File: src/rtl/dct_stage1_rd.sv
// Transposing reader for the stage-1 8x8 DCT buffer: after blk_done it streams
// the buffer out one row per valid/ready beat, then pulses buf_release.
module dct_stage1_rd #(
    parameter int SIZE = 10
) (
    input  logic                          clk,
    input  logic                          rst,
    input  logic                          blk_done,
    input  logic signed [7:0][7:0][SIZE-1:0] buf_data,
    input  logic                          out_ready,
    output logic                          out_valid,
    output logic signed [7:0][SIZE-1:0]   out_data,
    output logic [2:0]                    out_row,
    output logic                          out_last,
    output logic                          buf_release,
    output logic                          busy,
    output logic                          err_overrun
);

    typedef enum logic [1:0] {
        IDLE    = 2'd0,
        STREAM  = 2'd1,
        RELEASE = 2'd2
    } state_t;

    state_t                 state_reg, state_next;
    logic [2:0]             row_reg, row_next;
    logic                   valid_reg, valid_next;
    logic                   last_reg, last_next;
    logic                   release_reg, release_next;
    logic                   err_reg, err_next;
    logic [7:0][SIZE-1:0]   data_reg, data_next;

    // Row to fetch on a load edge: row 0 from IDLE, the following row while streaming.
    logic [2:0]             load_row;
    logic [7:0][SIZE-1:0]   lane_sel;

    assign load_row = (state_reg == STREAM) ? row_reg + 3'd1 : 3'd0;

    generate
        for (genvar gi = 0; gi < 8; gi++) begin : g_lane
            assign lane_sel[gi] = buf_data[gi][load_row];
        end
    endgenerate

    always_ff @(posedge clk or negedge rst) begin
        if (!rst) begin
            state_reg   <= IDLE;
            row_reg     <= 3'd0;
            valid_reg   <= 1'b0;
            last_reg    <= 1'b0;
            release_reg <= 1'b0;
            err_reg     <= 1'b0;
            data_reg    <= '0;
        end else begin
            state_reg   <= state_next;
            row_reg     <= row_next;
            valid_reg   <= valid_next;
            last_reg    <= last_next;
            release_reg <= release_next;
            err_reg     <= err_next;
            data_reg    <= data_next;
        end
    end

    always_comb begin
        state_next   = state_reg;
        row_next     = row_reg;
        valid_next   = valid_reg;
        last_next    = last_reg;
        release_next = 1'b0;
        data_next    = data_reg;
        // A block announced while one is still in flight is flagged but never restarts it.
        err_next     = err_reg | (blk_done && (state_reg != IDLE));

        case (state_reg)
            IDLE: begin
                if (blk_done) begin
                    data_next  = lane_sel;
                    row_next   = 3'd0;
                    valid_next = 1'b1;
                    last_next  = 1'b0;
                    state_next = STREAM;
                end
            end
            STREAM: begin
                if (valid_reg && out_ready) begin
                    if (row_reg == 3'd7) begin
                        valid_next   = 1'b0;
                        last_next    = 1'b0;
                        release_next = 1'b1;
                        state_next   = RELEASE;
                    end else begin
                        data_next = lane_sel;
                        row_next  = load_row;
                        last_next = (load_row == 3'd7);
                    end
                end
            end
            RELEASE: begin
                state_next = IDLE;
            end
            default: begin
                state_next = IDLE;
                valid_next = 1'b0;
                last_next  = 1'b0;
            end
        endcase
    end

    assign out_valid   = valid_reg;
    assign out_data    = data_reg;
    assign out_row     = row_reg;
    assign out_last    = last_reg;
    assign buf_release = release_reg;
    assign busy        = (state_reg != IDLE);
    assign err_overrun = err_reg;

endmodule

File: config.mk
export PLATFORM = sky130hd
export DESIGN_NAME = dct_stage1_rd
export DESIGN_NICKNAME = d
export VERILOG_FILES = /design/src/rtl/dct_stage1_rd.sv
export SDC_FILE = /design/constraint.sdc
export NUM_CORES = 1
export LEC_CHECK = 0
export CAP_MARGIN = 25
export CORE_AREA = 2 2 282 284
export CTS_CLUSTER_DIAMETER = 30
export DETAILED_ROUTE_END_ITERATION = 16
export DIE_AREA = 0 0 284 286
export PLACE_DENSITY_LB_ADDON = 0.08
export SLEW_MARGIN = 10
export SYNTH_ARGS = -nofsm -noshare
export SYNTH_HDL_FRONTEND = slang
export SYNTH_SLANG_ARGS = --single-unit
File: constraint.sdc
create_clock -name clk -period 4.3 [get_ports clk]
set_clock_uncertainty 0.2 [all_clocks]
set_input_delay 0.86 -clock clk [delete_from_list [all_inputs] [get_ports clk]]
set_output_delay 0.86 -clock clk [all_outputs]
set_load 0.01 [all_outputs]
==> summary.md, run 1 <==
After filler insertion, the fill cell instance count of the layout stands at 8614. Count of buffer and inverter cells on the critical path: 2. The number of buffers created by CTS was 9; the total negative slack for setup checks was 0 ns. For the detailed-routing wirelength on met1, the log shows 26.1 mm.

Detailed routing inserted a total of 11621 vias. The top cell types in the final layout, fill and taps aside, are clkdlybuf4s50_1 (730), nand2b_1 (122), dfrtp_1 (88). The die covers 81200 um2. The tightest min-delay check is of the reg -> reg type. The overall die width was 284 um; the flip-flop count of the largest register after layout was 80.

Kind of cell with the highest combined delay on the critical path: buffers and inverters. The top-level port count was 732; the net total in the final layout was 2361. After floorplanning, the core was divided into 103 placement rows.

Across all hold checks on the routed design, the worst slack comes to 0.295 ns. Dividing the detail-routed wire length by the instance count gives 23.1 um. Once detail routing completed, the nets flagged for antenna violations numbered 0.

Dividing total power by cell area gives a power density of 629 nW/um2. Synthesis produced 1085 cells. Overall routing resource usage: 15.2%. The final hold violation count is 0, and the proportion of layout cells with a drive suffix above 1 is 9.83%. Yosys printed 0 warnings. The combined area of all synthesized cells is 9560 um2. The area overhead of the layout relative to synthesis is 90.8%.

The total count of max-transition violations in the final report was 0; the number of design-rule violations left by the first detailed-router iteration was 456. The number of remaining DRC errors is 0, and the total wirelength of the detailed-routed design is 64.2 mm. The delay of the slowest cell on the worst path was 0.68 ns. The number of hold buffers added after cts came out at 0.

For this run, asynchronously set or reset flops after synthesis account for 100%. The critical path goes through buf_4, clkdlybuf4s50_1. Based on the critical path, the design can be clocked at up to 306 MHz. The portion of the clock cycle consumed by the worst path in the final layout is 76.0%, and the worst IR drop on VDD is 0.000582 V. Critical setup path kind: reg -> out. Part of the Yosys area used for sequential elements: 23.3%. Most common cell after layout, fill and taps aside: clkdlybuf4s50_1.

The register bit total from synthesis works out to 89. The largest fanout on the critical path is 62, and the initial core utilization is 12.2%. The tree is rooted in a clkbuf_16.

The flow ran to the end, and the final reports show no timing, DRC or antenna violations. The required time at the endpoint of the critical path is 3.24 ns, and the average cell area after synthesis is 8.81 um2. After floorplanning, the core was sized to cover 78400 um2. The number of gates resized after CTS was 0. The actual transition at the worst max-transition pin was 0.891 ns; the wire length on met2 was 32.6 mm.

The total nets after synthesis was 1731. The via density per instance was 4.18. TritonCTS built the clock tree.

In the synthesized netlist the dominant register cell turns out to be dfrtp_1. The run gives 4.87 mm as the routed wire length on met3. The initial antenna violation count was 15; the routability-driven placement congestion ratio was 0.825. Final core utilization: 23.3%. The max-cap check violation count came out at 0.

Setup repair after global routing left no endpoint under its margin. Entering global routing, the biggest net connects 157 pins. During placement, the flow inserted port buffers numbering 731. The die is 286 um tall. The first global-routing pass estimated 90.6 mm of wire.

The worst-path cell with the longest stage delay was clkdlybuf4s50_1. The worst setup path is launched from a register. Via count of the first global-routing pass: 12269.

The run gives 40.6% as the worst max-slew margin expressed relative to the limit. The clock slew at the register clock pins of the worst setup and hold paths was 0.07 ns; the latest clock arrival within the worst-skew pair was 0.38 ns. The H-tree was split into 3 levels. The first-pass iteration count of the detailed router is 5. For the finished layout, the period the worst path requires is 3.27 ns. The run gives 6.42 nW as the cell leakage power. Post-CTS timing repair inserted 0 buffers for setup.

The placed wire-length estimate after detailed placement came out at 49.0 mm. For the total power draw, the log shows 11.5 mW. Setup violations remaining at the end of the flow were counted as 0.

After detailed routing, no signal wire sits above met5. The number of distinct library cells after synthesis was 39; the critical path arrival was 2.21 ns. In this run, synthesis inferred 0 flip-flops with an integrated enable. For this run the aggregate overflow at the end of global routing stands at 0.

Category of the worst setup path capture point: an output pin. Counting every sink on the clock net gives 89. The clock passes through at most 2 buffers.
[path summary, 6_finish.rpt]
path                                          startpoint                  endpoint  cells after the start  slack [ns]
worst min register to register  out_data[42]$_DFFE_PN0P_  out_data[42]$_DFFE_PN0P_                      2        0.29
worst min-delay path            out_data[42]$_DFFE_PN0P_  out_data[42]$_DFFE_PN0P_                      2        0.29
min in group asynchronous                            rst  out_data[19]$_DFFE_PN0P_                      1        0.32
worst max register to register    out_row[0]$_DFFE_PN0P_  out_data[50]$_DFFE_PN0P_                      5        1.41
worst max-delay path              out_row[0]$_DFFE_PN0P_                out_row[0]                      2        1.03
max in group asynchronous                            rst   out_data[0]$_DFFE_PN0P_                      2        2.67
[Yosys cell counts, types with 35 or more instances]
master,count,share of area (%)
a211oi_1,43,3.4
a21oi_1,78,4.1
a221o_1,43,4.5
clkbuf_1,84,3.3
dfrtp_1,89,23
mux2_2,81,9.5
mux2i_1,37,3.9
mux4_2,42,9.9
nand2_1,43,1.7
nand2b_1,122,8.0
nand3_1,38,2.0
nor2_1,41,1.6
nor2b_1,39,2.6
o21ai_0,35,1.8
o221ai_1,75,6.9
o22ai_1,43,2.8
o31ai_1,42,3.3
or3_1,37,2.4
[worst reg2reg max path: stages, from the launching register on]
cell     delay (ns)
dfrtp_4        0.55
ha_4           0.29
inv_4          0.39
buf_12         0.36
mux4_2         0.66
a221o_1        0.33
[layout make-up]
class | count | area, um2 | share of cell area (%)
clock buffer | 12 | 256 | 1.41
multi-input combinational | 860 | 6750 | 37.0
antenna | 8 | 20.0 | 0.110
clock inverter | 4 | 73.8 | 0.405
inverter | 4 | 17.5 | 0.0960
tap | 1050 | 1310 | 7.20
sequential | 89 | 2230 | 12.2
timing repair buffer | 751 | 7580 | 41.5
[kinds of logic (layout without fill, tap and decap cells)]
| kind of cell | after synthesis | after routing | synth area share [%] |
|---|---|---|---|
| multiplexers | 160 | 160 | 23.3 |
| other | 0 | 8 | 0 |
| flip-flops | 89 | 89 | 23.3 |
| AND/OR/NAND/NOR | 326 | 326 | 19.0 |
| AO/OA/AOI/OAI | 372 | 372 | 27.7 |
| adder cells (fa/ha/maj) | 2 | 2 | 0.262 |
| buffers and inverters | 136 | 771 | 6.41 |
[where the power goes]
group          leakage [nW]  switching, mW  internal [mW]
Clock                 0.163          0.426          0.544
Combinational          5.19           4.91           4.00
Sequential             1.07          0.300           1.30
[metrics by stage]
stage	std cells	instance area (um2)	worst slack, ns
detailed placement	2754	17900	1.11
CTS	2770	18200	0.954
floorplan	1085	9560	1.85
global placement	2754	17900	1.19
global route	2775	18200	0.906
finish	2778	18200	1.03
[routing by layer]
layer | vias to the layer above | global-route usage [%]
met1 | 5597 | 17.7
met5 | - | 0
li1 | 5489 | -
met4 | 16 | 3.21
met2 | 482 | 27.4
met3 | 37 | 4.66
Note: power is estimated with default switching activity, not from simulation.
==> inputs of run 2 (changes only) <==
--- a/config.mk
+++ b/config.mk
@@ -6,10 +6,10 @@
 export NUM_CORES = 1
 export LEC_CHECK = 0
 export CAP_MARGIN = 25
-export CORE_AREA = 2 2 282 284
+export CORE_AREA = 2 2 281 283
 export CTS_CLUSTER_DIAMETER = 30
 export DETAILED_ROUTE_END_ITERATION = 16
-export DIE_AREA = 0 0 284 286
+export DIE_AREA = 0 0 283 285
 export PLACE_DENSITY_LB_ADDON = 0.08
 export SLEW_MARGIN = 10
 export SYNTH_ARGS = -nofsm -noshare
==> constraint.sdc (replaced) <==
create_clock -name clk -period 2.9 [get_ports clk]
set_clock_uncertainty 0.2 [all_clocks]
set_input_delay 0.58 -clock clk [delete_from_list [all_inputs] [get_ports clk]]
set_output_delay 0.58 -clock clk [all_outputs]
set_load 0.01 [all_outputs]
==> run 2 against run 1 <==
  * First-iteration DRC count up 6.6%
  * Highest routed layer unchanged
  * Clock power up 38%
  * Core utilization up 0.38 points
  * Design area up 1.1%
  * Wire length up 0.92%
  * Sequential power up 45%
  * Largest cell class unchanged
  * Final cell count up 0.76%
  * Combinational power up 54%
  * Non-clock buffer count up 19
==> summary.md, run 2 (synthesized netlist as in run 1, its figures left out) <==
Via density per instance: 4.17 (was 4.18). The area overhead of the layout relative to synthesis is 92.9% (was 90.8%). The tools report the smallest setup slack after layout as 0.219 ns (was 1.03 ns). The master cell of the clock root buffer was clkbuf_16 (unchanged).

Max-cap check violation count: 0 (unchanged). The tools report the clock tree buffer depth as 2 (unchanged). Cell Chain, Critical Path: buf_12, clkdlybuf4s50_1 (was buf_4, clkdlybuf4s50_1). The tools report the H-tree depth reported by CTS as 3 (unchanged). The run gives 78000 um2 (was 78400 um2) as the core region area. The final setup violation count was 0 (unchanged). The net total in the final layout is 2380 (was 2361), and the count of port buffers added during placement is 731 (unchanged). The power density relative to cell area came out at 943 nW/um2 (was 629 nW/um2). The detailed-route via count was 11670 (was 11621); the number of design-rule violations left by the first detailed-router iteration was 486 (was 456).

The logs give 0.000939 V (was 0.000582 V) for the worst IR drop on VDD and 14 (was 15) for the initial antenna violation count. The number of buffers created by CTS came out at 9 (unchanged). Worst-path cell with the longest stage delay: clkdlybuf4s50_1 (unchanged). The tools report the wire length on met2 as 33.4 mm (was 32.6 mm).

The worst max-slew margin expressed relative to the limit was 46.2% (was 40.6%); the pin count of the biggest net entering global routing was 116 (was 157). The delay of the slowest cell on the worst path came out at 0.63 ns (was 0.68 ns). The vertical die dimension was 285 um (was 286 um). The post-CTS setup-driven buffer insertion count is 0 (unchanged).

The detailed-routing wirelength on met1 is 26.1 mm (about the same). The proportion of layout cells with a drive suffix above 1 was 10.7% (was 9.83%); the placement row count was 103 (unchanged). For the finished layout, the period the worst path requires is 2.68 ns. The largest fanout on the critical path is 86 (was 62). The flip-flop count of the largest register after layout works out to 80 (unchanged). Worst min-delay path category: reg -> reg (unchanged). The logs give 64.8 mm (was 64.2 mm) for the total wirelength of the detailed-routed design and 89 (unchanged) for the sink count of the clock tree. Required time at the endpoint of the critical path: 2.12 ns (was 3.24 ns).

The tools report the placement-stage worst setup slack as 0.176 ns (was 1.11 ns). The floorplan die area is 80700 um2 (was 81200 um2). The post-cts resize count came out at 0 (unchanged). The tools report the category of the worst setup path capture point as an output pin (unchanged). Global-route wire length before repair: 92.1 mm (was 90.6 mm). Overall die width: 283 um (was 284 um). The critical setup path kind is reg -> out (unchanged). The logs give 373 MHz for the achievable clock frequency and 1.90 ns (was 2.21 ns) for the critical path arrival. For the placed wire-length estimate after detailed placement, the log shows 49.9 mm (was 49.0 mm).

The most common cell after layout, fill and taps aside is clkdlybuf4s50_1 (unchanged). The highest routed metal layer was met5 (unchanged). The count of nets left with antenna violations after detail routing is 0 (unchanged), and the total count of max-transition violations in the final report is 0 (unchanged).

The overall routing resource usage was 15.6% (was 15.2%). For the routability-driven placement congestion ratio, the log shows 0.820 (was 0.825). The portion of the clock cycle consumed by the worst path in the final layout is 92.4%, and the top-level port count is 732 (unchanged). TritonCTS built the clock tree. The kind of cell with the highest combined delay on the critical path is buffers and inverters (unchanged). Most frequent cells in the layout: clkdlybuf4s50_1 (730), nand2b_1 (122), dfrtp_1 (88) (unchanged). The count of buffer and inverter cells on the critical path was 2 (unchanged); the number of remaining DRC errors was 0 (unchanged). Actual transition at the worst max-transition pin: 0.807 ns (was 0.891 ns). The logs give 0 (unchanged) for the final hold violation count and 8512 (was 8614) for the number of fillers in the final layout. For the first-pass iteration count of the detailed router, the log shows 6 (was 5). The average detailed-routed wire length per instance is 23.2 um (was 23.1 um). The final core utilization was 23.7% (was 23.3%); the clock slew at the register clock pins of the worst setup and hold paths was 0.07 ns (about the same). The flow ran to the end, and the final reports show no timing, DRC or antenna violations. Initial core utilization: 12.3% (was 12.2%). The total congestion overflow came out at 0 (unchanged).

The cell leakage power is 6.52 nW (was 6.42 nW). The tools report the nature of the critical path startpoint as a register (unchanged). For the via count of the first global-routing pass, the log shows 12578 (was 12269). Setup repair after global routing left no endpoint under its margin. The latest clock arrival within the worst-skew pair was 0.38 ns (about the same). The total negative slack for setup checks was 0 ns (unchanged); the routed wire length on met3 was 4.31 mm (was 4.87 mm).
## run 2: metrics by stage
step	hold slack, ns	std cells	instance area, um2	power [mW]
finish	0.268	2799	18400	17.4
global route	0.287	2795	18400	18.9
CTS	0.274	2789	18400	18.0
detailed placement	0.253	2772	18100	16.6
global placement	0.245	2772	18100	16.5
floorplan	0.0844	1085	9560	10.4
## run 2: report_power, final
group	internal, mW	switching, mW
clock network	0.697	0.639
logic	6.25	7.48
registers	1.93	0.395
## run 2: layer usage
metal | GRT usage, % | vias up
li1 | - | 5544
met1 | 18.0 | 5629
met5 | 0 | -
met4 | 3.60 | 12
met2 | 28.2 | 445
met3 | 4.49 | 40
## run 2: cell type report
class / count / area [um2] / share of cell area, %
antenna: 10 / 25.0 / 0.136
clock buffer: 12 / 246 / 1.34
inverter: 4 / 17.5 / 0.0950
multi-input combinational: 860 / 6750 / 36.6
clock inverter: 4 / 51.3 / 0.278
tap: 1050 / 1310 / 7.12
timing repair buffer: 770 / 7810 / 42.3
sequential: 89 / 2230 / 12.1
## run 2: what timing repair did
item,CTS,global route
endpoints found under the setup margin,0,0
hold buffers,1,0
endpoints found under the hold margin,23,0
## run 2: worst paths after layout
kind	startpoint	end	slack, ns	cells past startpoint
max	out_row[0]$_DFFE_PN0P_	out_row[0]	0.22	2
min	err_overrun$_DFF_PN0_	err_overrun$_DFF_PN0_	0.27	1
max reg2reg	out_row[0]$_DFFE_PN0P_	out_data[56]$_DFFE_PN0P_	0.28	7
min reg2reg	err_overrun$_DFF_PN0_	err_overrun$_DFF_PN0_	0.27	1
max in group asynchronous	rst	out_data[76]$_DFFE_PN0P_	1.36	3
min in group asynchronous	rst	out_data[8]$_DFFE_PN0P_	0.54	3
